File: src/rtl/fetch_if.sv
// Fetch-stage bus bundle: instruction memory port, redirect/halt controls
// and the valid/ready handshake towards decode.
// master = fetch unit side, slave = memory/decode side.
interface fetch_if #(
    parameter int N = 16
);
    logic [N-1:0] imem_addr;
    logic         imem_rd;
    logic [N-1:0] imem_data;
    logic         redirect_en;
    logic [N-1:0] redirect_addr;
    logic         halt_in;
    logic         ready_in;
    logic         valid_out;
    logic [N-1:0] instr_out;
    logic [N-1:0] pc_out;
    logic [N-1:0] pc_inc_out;
    logic         halted;

    modport master (
        output imem_addr, imem_rd, valid_out, instr_out, pc_out, pc_inc_out, halted,
        input  imem_data, redirect_en, redirect_addr, halt_in, ready_in
    );

    modport slave (
        input  imem_addr, imem_rd, valid_out, instr_out, pc_out, pc_inc_out, halted,
        output imem_data, redirect_en, redirect_addr, halt_in, ready_in
    );
endinterface

File: src/rtl/fetch_unit.sv
// Instruction-fetch stage: owns the PC, reads a combinational instruction
// memory, queues {instr, pc, pc+INC} in a DEPTH-entry prefetch FIFO and
// hands the head to decode over valid/ready. Supports redirect (flush +
// new PC), downstream back-pressure and a sticky halt that only rst clears.
// Optional macro FETCH_PERF_CNT_EN adds saturating fetch/stall/flush counters.
module fetch_unit #(
    parameter int          N        = 16,
    parameter int          INC      = 2,
    parameter int          DEPTH    = 2,
    parameter int unsigned RESET_PC = 0
) (
    input  logic      clk,
    input  logic      rst,
    fetch_if.master   bus
`ifdef FETCH_PERF_CNT_EN
    ,
    output logic [N-1:0] o_fetch_cnt,
    output logic [N-1:0] o_stall_cnt,
    output logic [N-1:0] o_flush_cnt
`endif
);
    localparam int            PW   = (DEPTH > 1) ? $clog2(DEPTH) : 1;
    localparam int            CW   = $clog2(DEPTH + 1);
    localparam logic [CW-1:0] FULL = CW'(DEPTH);

    typedef enum logic {S_RUN = 1'b0, S_HALTED = 1'b1} state_t;

    state_t        r_state, w_state_nxt;
    logic [N-1:0]  r_pc;
    logic [PW-1:0] r_wr_ptr, r_rd_ptr;
    logic [CW-1:0] r_count;
    logic [N-1:0]  r_buf_instr  [DEPTH];
    logic [N-1:0]  r_buf_pc     [DEPTH];
    logic [N-1:0]  r_buf_pc_inc [DEPTH];

    logic          w_run, w_redirect, w_valid, w_pop, w_push;
    logic [N-1:0]  w_pc_inc;

    // Next state plus handshake decode; redirect is only honoured in RUN,
    // and rst masks push/valid so nothing moves in a reset cycle.
    always_comb begin
        w_state_nxt = r_state;
        w_run       = (r_state == S_RUN);
        w_redirect  = !rst && w_run && bus.redirect_en;
        w_valid     = !rst && (r_count != '0) && !w_redirect;
        w_pop       = w_valid && bus.ready_in;
        w_push      = !rst && w_run && !bus.redirect_en && ((r_count < FULL) || w_pop);
        w_pc_inc    = r_pc + N'(INC);
        if (w_run && bus.halt_in && !bus.redirect_en)
            w_state_nxt = S_HALTED;
    end

    assign bus.imem_addr  = r_pc;
    assign bus.imem_rd    = w_push;
    assign bus.valid_out  = w_valid;
    assign bus.instr_out  = r_buf_instr[r_rd_ptr];
    assign bus.pc_out     = r_buf_pc[r_rd_ptr];
    assign bus.pc_inc_out = r_buf_pc_inc[r_rd_ptr];
    assign bus.halted     = (r_state == S_HALTED);

    // State register; HALTED is sticky until reset.
    always_ff @(posedge clk) begin
        if (rst)
            r_state <= S_RUN;
        else
            r_state <= w_state_nxt;
    end

    // PC, FIFO pointers/occupancy and buffer writes; redirect flushes the FIFO.
    always_ff @(posedge clk) begin
        if (rst) begin
            r_pc     <= N'(RESET_PC);
            r_wr_ptr <= '0;
            r_rd_ptr <= '0;
            r_count  <= '0;
            for (int k = 0; k < DEPTH; k++) begin
                r_buf_instr[k]  <= '0;
                r_buf_pc[k]     <= '0;
                r_buf_pc_inc[k] <= '0;
            end
        end else if (w_redirect) begin
            r_pc     <= bus.redirect_addr;
            r_wr_ptr <= '0;
            r_rd_ptr <= '0;
            r_count  <= '0;
        end else begin
            if (w_push) begin
                r_buf_instr[r_wr_ptr]  <= bus.imem_data;
                r_buf_pc[r_wr_ptr]     <= r_pc;
                r_buf_pc_inc[r_wr_ptr] <= w_pc_inc;
                r_wr_ptr               <= r_wr_ptr + PW'(1);
                r_pc                   <= w_pc_inc;
            end
            if (w_pop)
                r_rd_ptr <= r_rd_ptr + PW'(1);
            r_count <= r_count + CW'(w_push) - CW'(w_pop);
        end
    end

`ifdef FETCH_PERF_CNT_EN
    logic [N-1:0] r_fetch_cnt, r_stall_cnt, r_flush_cnt;

    // Saturating event counters: pushes, full-without-pop cycles, redirects.
    always_ff @(posedge clk) begin
        if (rst) begin
            r_fetch_cnt <= '0;
            r_stall_cnt <= '0;
            r_flush_cnt <= '0;
        end else begin
            if (w_push && (r_fetch_cnt != '1))
                r_fetch_cnt <= r_fetch_cnt + N'(1);
            if ((r_count == FULL) && !w_pop && (r_stall_cnt != '1))
                r_stall_cnt <= r_stall_cnt + N'(1);
            if (w_redirect && (r_flush_cnt != '1))
                r_flush_cnt <= r_flush_cnt + N'(1);
        end
    end

    assign o_fetch_cnt = r_fetch_cnt;
    assign o_stall_cnt = r_stall_cnt;
    assign o_flush_cnt = r_flush_cnt;
`endif
endmodule
File: src/flat_wrapper.sv
// flat-port wrapper written by rule: the top's interface ports become plain ports
module fetch_unit_flat 
#(
    parameter int          N        = 16,
    parameter int          INC      = 2,
    parameter int          DEPTH    = 2,
    parameter int unsigned RESET_PC = 0
)
  (clk, rst, bus_imem_addr, bus_imem_rd, bus_valid_out, bus_instr_out, bus_pc_out, bus_pc_inc_out, bus_halted, bus_imem_data, bus_redirect_en, bus_redirect_addr, bus_halt_in, bus_ready_in);
  fetch_if #(.N(N)) bus_i ();
  input  logic clk;
  input  logic rst;
  output wire logic [$bits(bus_i.imem_addr)-1:0] bus_imem_addr;
  output wire logic [$bits(bus_i.imem_rd)-1:0] bus_imem_rd;
  output wire logic [$bits(bus_i.valid_out)-1:0] bus_valid_out;
  output wire logic [$bits(bus_i.instr_out)-1:0] bus_instr_out;
  output wire logic [$bits(bus_i.pc_out)-1:0] bus_pc_out;
  output wire logic [$bits(bus_i.pc_inc_out)-1:0] bus_pc_inc_out;
  output wire logic [$bits(bus_i.halted)-1:0] bus_halted;
  input wire logic [$bits(bus_i.imem_data)-1:0] bus_imem_data;
  input wire logic [$bits(bus_i.redirect_en)-1:0] bus_redirect_en;
  input wire logic [$bits(bus_i.redirect_addr)-1:0] bus_redirect_addr;
  input wire logic [$bits(bus_i.halt_in)-1:0] bus_halt_in;
  input wire logic [$bits(bus_i.ready_in)-1:0] bus_ready_in;
  assign bus_imem_addr = bus_i.imem_addr;
  assign bus_imem_rd = bus_i.imem_rd;
  assign bus_valid_out = bus_i.valid_out;
  assign bus_instr_out = bus_i.instr_out;
  assign bus_pc_out = bus_i.pc_out;
  assign bus_pc_inc_out = bus_i.pc_inc_out;
  assign bus_halted = bus_i.halted;
  assign bus_i.imem_data = bus_imem_data;
  assign bus_i.redirect_en = bus_redirect_en;
  assign bus_i.redirect_addr = bus_redirect_addr;
  assign bus_i.halt_in = bus_halt_in;
  assign bus_i.ready_in = bus_ready_in;
  fetch_unit #(.N(N), .INC(INC), .DEPTH(DEPTH), .RESET_PC(RESET_PC)) u_core (.clk(clk), .rst(rst), .bus(bus_i));
endmodule
File: config.mk
export PLATFORM = sky130hd
export DESIGN_NAME = fetch_unit_flat
export DESIGN_NICKNAME = d
export VERILOG_FILES = /design/src/rtl/fetch_if.sv /design/src/rtl/fetch_unit.sv /design/src/flat_wrapper.sv
export SDC_FILE = /design/constraint.sdc
export NUM_CORES = 1
export LEC_CHECK = 0
export ABC_AREA = 1
export CORE_MARGIN = 1.5
export CORE_UTILIZATION = 35
export DETAILED_ROUTE_END_ITERATION = 8
export SLEW_MARGIN = 5
export SYNTH_ARGS = -nofsm -noshare
export SYNTH_HDL_FRONTEND = slang
export SYNTH_SLANG_ARGS = --single-unit
File: constraint.sdc
create_clock -name clk -period 3.4 [get_ports clk]
set_input_delay 0.34 -clock clk [delete_from_list [all_inputs] [get_ports clk]]
set_output_delay 0.34 -clock clk [all_outputs]
set_load 0.05 [all_outputs]
==> flow_metrics.env, run 1 <==
export IMPL_status="finished, final reports clean"
export IMPL_grt_pass1_vias=3895
export IMPL_grt_setup_unrepaired="no"
export IMPL_fin_skew_ns=0.00735
export IMPL_port_buffers=103
export IMPL_cts_root_buf="clkbuf_16"
export IMPL_design_area_um2=7240
export IMPL_cp_required_ns=3.06
export IMPL_synth_seq_cells=116
export IMPL_crit_path_start_kind="flop"
export IMPL_power_density_nw_per_um2=564
export IMPL_synth_fp_nets=547
export IMPL_ir_drop_mv=0.375
export IMPL_r2r_start="u_core.bus.halted"
export IMPL_avgSynthCellArea_um2=10.7
export IMPL_dieArea_um2=16200
export IMPL_clk_pin_slew_ns=0.05
export IMPL_die_w_um=127
export IMPL_r2r_end="u_core.r_count[1]"
export IMPL_first_pass_iters=4
export IMPL_slowest_delay_ns=0.71
export IMPL_drive_gt1_share_pct=19.0
export IMPL_layout_commonest_cell="clkdlybuf4s50_1"
export IMPL_io_pins=104
export IMPL_final_hold_violation_count=0
export IMPL_num_vias=3854
export IMPL_seq_area_frac_synth_pct=60.2
export IMPL_synth_area_um2=5420
export IMPL_multi_input_area_um2=1800
export IMPL_synth_top_cell_area_share_pct=52.1
export IMPL_drc=0
export IMPL_n_antenna_cell=0
export IMPL_globalRouteTotalUtil_pct=16.1
export IMPL_mostFrequentLayoutCells="clkdlybuf4s50_1, edfxtp_1, nor2_1"
export IMPL_cts_hold_buffers=0
export IMPL_p_leak_nw=2.77
export IMPL_die_h_um=127
export IMPL_clk_latency_ns=0.41
export IMPL_timing_final_crit_share_pct=81.5
export IMPL_min_to="u_core.r_wr_ptr"
export IMPL_max_cap_viol_count=0
export IMPL_drt_iter0_markers=211
export IMPL_slowest_stage="clkdlybuf4s50_1"
export IMPL_numClockSinks=116
export IMPL_post_cts_buffers=0
export IMPL_worst_path_buf_inv=2
export IMPL_max_freq_mhz=361
export IMPL_cts_tree="yes"
export IMPL_min_path_type="reg2reg"
export IMPL_ant_nets=0
export IMPL_reg2reg_slack_ns=1.27
export IMPL_dpl_cell_area_um2=6620
export IMPL_post_drt_wl_per_cell_um=15.3
export IMPL_core_um2=15100
export IMPL_post_route_min_period_ns=2.77
export IMPL_nNetsFinal=653
export IMPL_grt_max_degree=48
export IMPL_grt_pass1_wl_um=19900
export IMPL_synthToLayoutAreaGrowth_pct=33.5
export IMPL_num_rows=45
export IMPL_slew_violations=0
export IMPL_end_kind="output pin"
export IMPL_cp_top_family="buffers and inverters"
export IMPL_gp_congestion=0.873
export IMPL_wirelength_um=12500
export IMPL_min_from="u_core.r_wr_ptr"
export IMPL_clock_path_buffers=2
export IMPL_cts_htree_levels=4
export IMPL_path_class="reg2out"
export IMPL_critPathMaxFanout=18
export IMPL_fillers=1400
export IMPL_crit_chain="buf_4 > mux2_2 > clkdlybuf4s50_1"
export IMPL_max_slew_margin_pct=52.7
export IMPL_synth_cell_types=27
export IMPL_regArea_um2=3260
export IMPL_netlist_instances=507
export IMPL_finalSetupViolations=0
export IMPL_hold_depth=2
export IMPL_ys_warn_count=0
export IMPL_cts_buffers_inserted=17
export IMPL_worst_pin_slew_ns=0.709
export IMPL_via_per_inst=4.73
export IMPL_start_util_pct=35.8
export IMPL_setup_tns_ns=0
export IMPL_r2r_cells=11
export IMPL_grt_antenna_before_repair=0
export IMPL_postCtsResizedCells=0
export IMPL_synthTopCellsByArea="edfxtp_1, mux2_2, dfxtp_1"
export IMPL_worst_ep_arrival_time_ns=2.43
export IMPL_dpl_hpwl_um=8310
export IMPL_synth_area_leader_cell="edfxtp_1"
export IMPL_grt_overflow=0
[worst max-delay path by stage]
stage	endpoint	slack, ns	cells after the start
after floorplan	u_core.r_buf_instr[0][0]	0.12	8
after CTS	bus_pc_out[14]	0.57	3
final	bus_pc_out[14]	0.63	3
after detailed placement	u_core.r_count[1]	0.78	12
after global placement	u_core.r_count[1]	0.87	12
after global routing	bus_pc_out[15]	0.50	3
[worst register-to-register path: stages (launching register included)]
cell	delay, ns
dfxtp_1	0.37
nor2_2	0.07
nand2_2	0.24
nand3_2	0.18
nand2_2	0.11
nand2_4	0.08
ha_1	0.28
inv_1	0.04
ha_1	0.18
xnor2_1	0.13
or2_2	0.27
a21oi_1	0.11
[where the power goes]
part,switching (W),leakage [nW],internal [W]
registers,0.0000354,1.16,0.00162
clock network,0.000600,0.311,0.00125
logic,0.000381,1.30,0.000203
total,0.00102,2.77,0.00307
[area by class of cell]
| type | count | area share (%) |
|---|---|---|
| clock inverter | 12 | 2.20 |
| clock buffer | 20 | 6.31 |
| multi-input combinational | 310 | 24.9 |
| timing repair buffer | 110 | 15.2 |
| inverter | 58 | 3.01 |
| tap | 188 | 3.25 |
| sequential | 116 | 45.1 |
[routing by layer]
| metal | share of wire, % | GRT usage [%] | up-vias |
|---|---|---|---|
| met1 | 44 | 19.5 | 1843 |
| met4 | 1.4 | 5.88 | 0 |
| met5 | 0 | 0 | - |
| met3 | 5.4 | 5.15 | 16 |
| li1 | - | - | 1881 |
| met2 | 49 | 27.0 | 114 |
[registers in the layout, indices dropped and copies added, names as in the netlist, named ones only]
signal	count
u_core.r_buf_pc_inc	31
u_core.r_buf_instr	32
u_core.bus.halted	1
u_core.r_buf_pc	31
u_core.bus.imem_addr	16
u_core.r_count	2
u_core.r_rd_ptr	1
u_core.r_wr_ptr	1
[kinds of logic (layout without fill, tap and decap cells)]
kind of cell             Yosys count  after routing  share of synthesized area, %
adder cells (fa/ha/maj)            3              3                         0.693
AND/OR/NAND/NOR                  227            227                          18.9
flip-flops                       116            116                          60.2
AO/OA/AOI/OAI                     27             27                          2.84
multiplexers                      47             47                          9.76
XOR/XNOR                           6              6                         0.970
buffers and inverters             81            200                          6.65
[Yosys cell counts, drive strengths merged]
| library cell | count |
|---|---|
| dfxtp | 22 |
| nand2 | 84 |
| ha | 3 |
| xor2 | 4 |
| clkbuf | 9 |
| nand3 | 23 |
| o21ai | 8 |
| nand4 | 6 |
| buf | 14 |
| or2 | 1 |
| nor2 | 113 |
| xnor2 | 2 |
| a21boi | 1 |
| o21a | 2 |
| inv | 58 |
| mux2 | 47 |
| a21oi | 16 |
| edfxtp | 94 |
[stage by stage]
stage	utilization, %	total power [W]	cells	setup slack (ns)	hold WS, ns
floorplan	-	0.00206	507	0.117	0.409
global placement	43.7	0.00226	782	0.870	0.460
detailed placement	43.7	0.00227	782	0.784	0.466
CTS	47.8	0.00413	814	0.574	0.473
global route	47.8	0.00422	814	0.502	0.507
finish	47.8	0.00409	814	0.630	0.473
No activity file was read; power rests on OpenSTA's default activity.
==> inputs of run 2 (changes only) <==
==> constraint.sdc (replaced) <==
create_clock -name clk -period 2.5 [get_ports clk]
set_input_delay 0.25 -clock clk [delete_from_list [all_inputs] [get_ports clk]]
set_output_delay 0.25 -clock clk [all_outputs]
set_load 0.05 [all_outputs]
==> run 2 against run 1 <==
Compared with the run above: worst setup slack got worse by 0.55 ns; sequential power increased by 36%; largest cell class unchanged; utilization increased by 0.76 points; highest routed layer unchanged; clock skew increased by 0.0028 ns.
==> flow_metrics.env, run 2 (synthesis results as in run 1) <==
export IMPL_status="finished, final reports clean"
export IMPL_core_um2=15100
export IMPL_design_area_um2=7350
export IMPL_dpl_hpwl_um=8730
export IMPL_timing_final_crit_share_pct=96.9
export IMPL_max_slew_margin_pct=50.8
export IMPL_die_h_um=127
export IMPL_gp_congestion=0.852
export IMPL_drc=0
export IMPL_hold_depth=3
export IMPL_hold_slack_ns=0.426
export IMPL_max_cap_viol_count=0
export IMPL_grt_overflow=0
export IMPL_cts_htree_levels=4
export IMPL_reg2reg_slack_ns=0.42
export IMPL_first_pass_iters=4
export IMPL_num_rows=45
export IMPL_largest_reg_flops=32
export IMPL_path_class="reg2out"
export IMPL_clk_pin_slew_ns=0.05
export IMPL_slew_violations=0
export IMPL_max_freq_mhz=413
export IMPL_cp_required_ns=2.25
export IMPL_num_vias=3899
export IMPL_dieArea_um2=16200
export IMPL_cts_hold_buffers=0
export IMPL_ant_nets=0
export IMPL_globalRouteTotalUtil_pct=16.6
export IMPL_grt_max_degree=49
export IMPL_reg_top3="u_core.r_buf_instr (32), u_core.r_buf_pc (31), u_core.r_buf_pc_inc (31)"
export IMPL_cts_root_buf="clkbuf_16"
export IMPL_worst_ep_arrival_time_ns=2.17
export IMPL_grt_pass1_vias=3860
export IMPL_nNetsFinal=662
export IMPL_fin_skew_ns=0.0102
export IMPL_cts_tree="yes"
export IMPL_end_kind="output pin"
export IMPL_clk_latency_ns=0.41
export IMPL_io_pins=104
export IMPL_clock_path_buffers=2
export IMPL_post_drt_wl_per_cell_um=15.8
export IMPL_wirelength_um=13000
export IMPL_critPathMaxFanout=28
export IMPL_setup_tns_ns=0
export IMPL_dpl_cell_area_um2=6760
export IMPL_power_density_nw_per_um2=718
export IMPL_min_path_type="in2reg"
export IMPL_die_w_um=127
export IMPL_worst_pin_slew_ns=0.739
export IMPL_grt_setup_unrepaired="no"
export IMPL_grt_antenna_before_repair=0
export IMPL_via_per_inst=4.75
export IMPL_finalSetupViolations=0
export IMPL_grt_pass1_wl_um=20100
export IMPL_final_hold_violation_count=0
export IMPL_port_buffers=103
export IMPL_numClockSinks=116
export IMPL_cts_buffers_inserted=17
export IMPL_start_util_pct=35.8
export IMPL_p_leak_nw=3.12
export IMPL_synthToLayoutAreaGrowth_pct=35.7
export IMPL_ir_drop_mv=0.438
export IMPL_max_flop_register="u_core.r_buf_instr"
export IMPL_mostFrequentLayoutCells="edfxtp_1, nor2_1, nand2_1"
export IMPL_drive_gt1_share_pct=19.1
export IMPL_layout_commonest_cell="edfxtp_1"
export IMPL_n_antenna_cell=0
export IMPL_r2r_cells=11
export IMPL_drt_iter0_markers=194
export IMPL_post_route_min_period_ns=2.42
export IMPL_crit_path_start_kind="flop"
run 2: cell types whose count changed in the layout (fill, tap and decap cells not counted), sizes merged:
cell	change
buf	+9
bufinv	-2
clkbuf	+2
clkdlybuf4s50	-27
clkinv	-2
dlygate4sd2	+1
dlymetal6s2s	+26
run 2: cell type report:
| type | instances | area, µm² |
|---|---|---|
| inverters | 58 | 218 |
| clock inverters | 8 | 86.3 |
| well taps | 188 | 235 |
| repair buffers | 119 | 1300 |
| fillers | 1380 | 7790 |
| multi-input cells | 310 | 1810 |
| flip-flops and latches | 116 | 3270 |
| clock buffers | 22 | 444 |
run 2: final timing paths:
path	from	end
worst max-delay path	flop	bus_instr_out[5]
worst min-delay path	bus_redirect_addr[0]	u_core.bus.imem_addr[0]
worst max register to register	u_core.r_count[1]	u_core.r_count[1]
worst min register to register	u_core.r_wr_ptr	u_core.r_wr_ptr
run 2: timing repair:
item	4_1_cts	5_1_grt
resized for setup	1	26
setup endpoints to repair	1	26
hold endpoints to repair	0	0
buffers inserted	0	0
run 2: critical path, cell delays in order, from the launching register on:
cell and delay (ns):
dfxtp_2 0.47, buf_12 0.24, mux2_2 0.36, clkdlybuf4s50_1 0.69
run 2: per-stage QoR:
stage / utilization, % / instances / worst slack [ns] / power, W
6_report: 48.6 / 821 / 0.0767 / 0.00528
4_1_cts: 48.1 / 821 / 0.000940 / 0.00534
5_1_grt: 48.6 / 821 / 0.00129 / 0.00546
3_3_place_gp: 44.6 / 791 / 0.251 / 0.00310
3_5_place_dp: 44.6 / 791 / 0.121 / 0.00312
2_1_floorplan: - / 507 / 0.106 / 0.00280
run 2: per-layer routing:
metal / global-route usage, % / routed length (µm)
met5: 0 / 0
met4: 5.28 / 162
met3: 4.90 / 671
met2: 27.5 / 6260
met1: 20.8 / 5880
run 2: where the power goes:
part           switching, W  internal [W]  total [W]
registers         0.0000460       0.00220    0.00224
clock network      0.000779       0.00143    0.00221
logic              0.000529      0.000294   0.000823
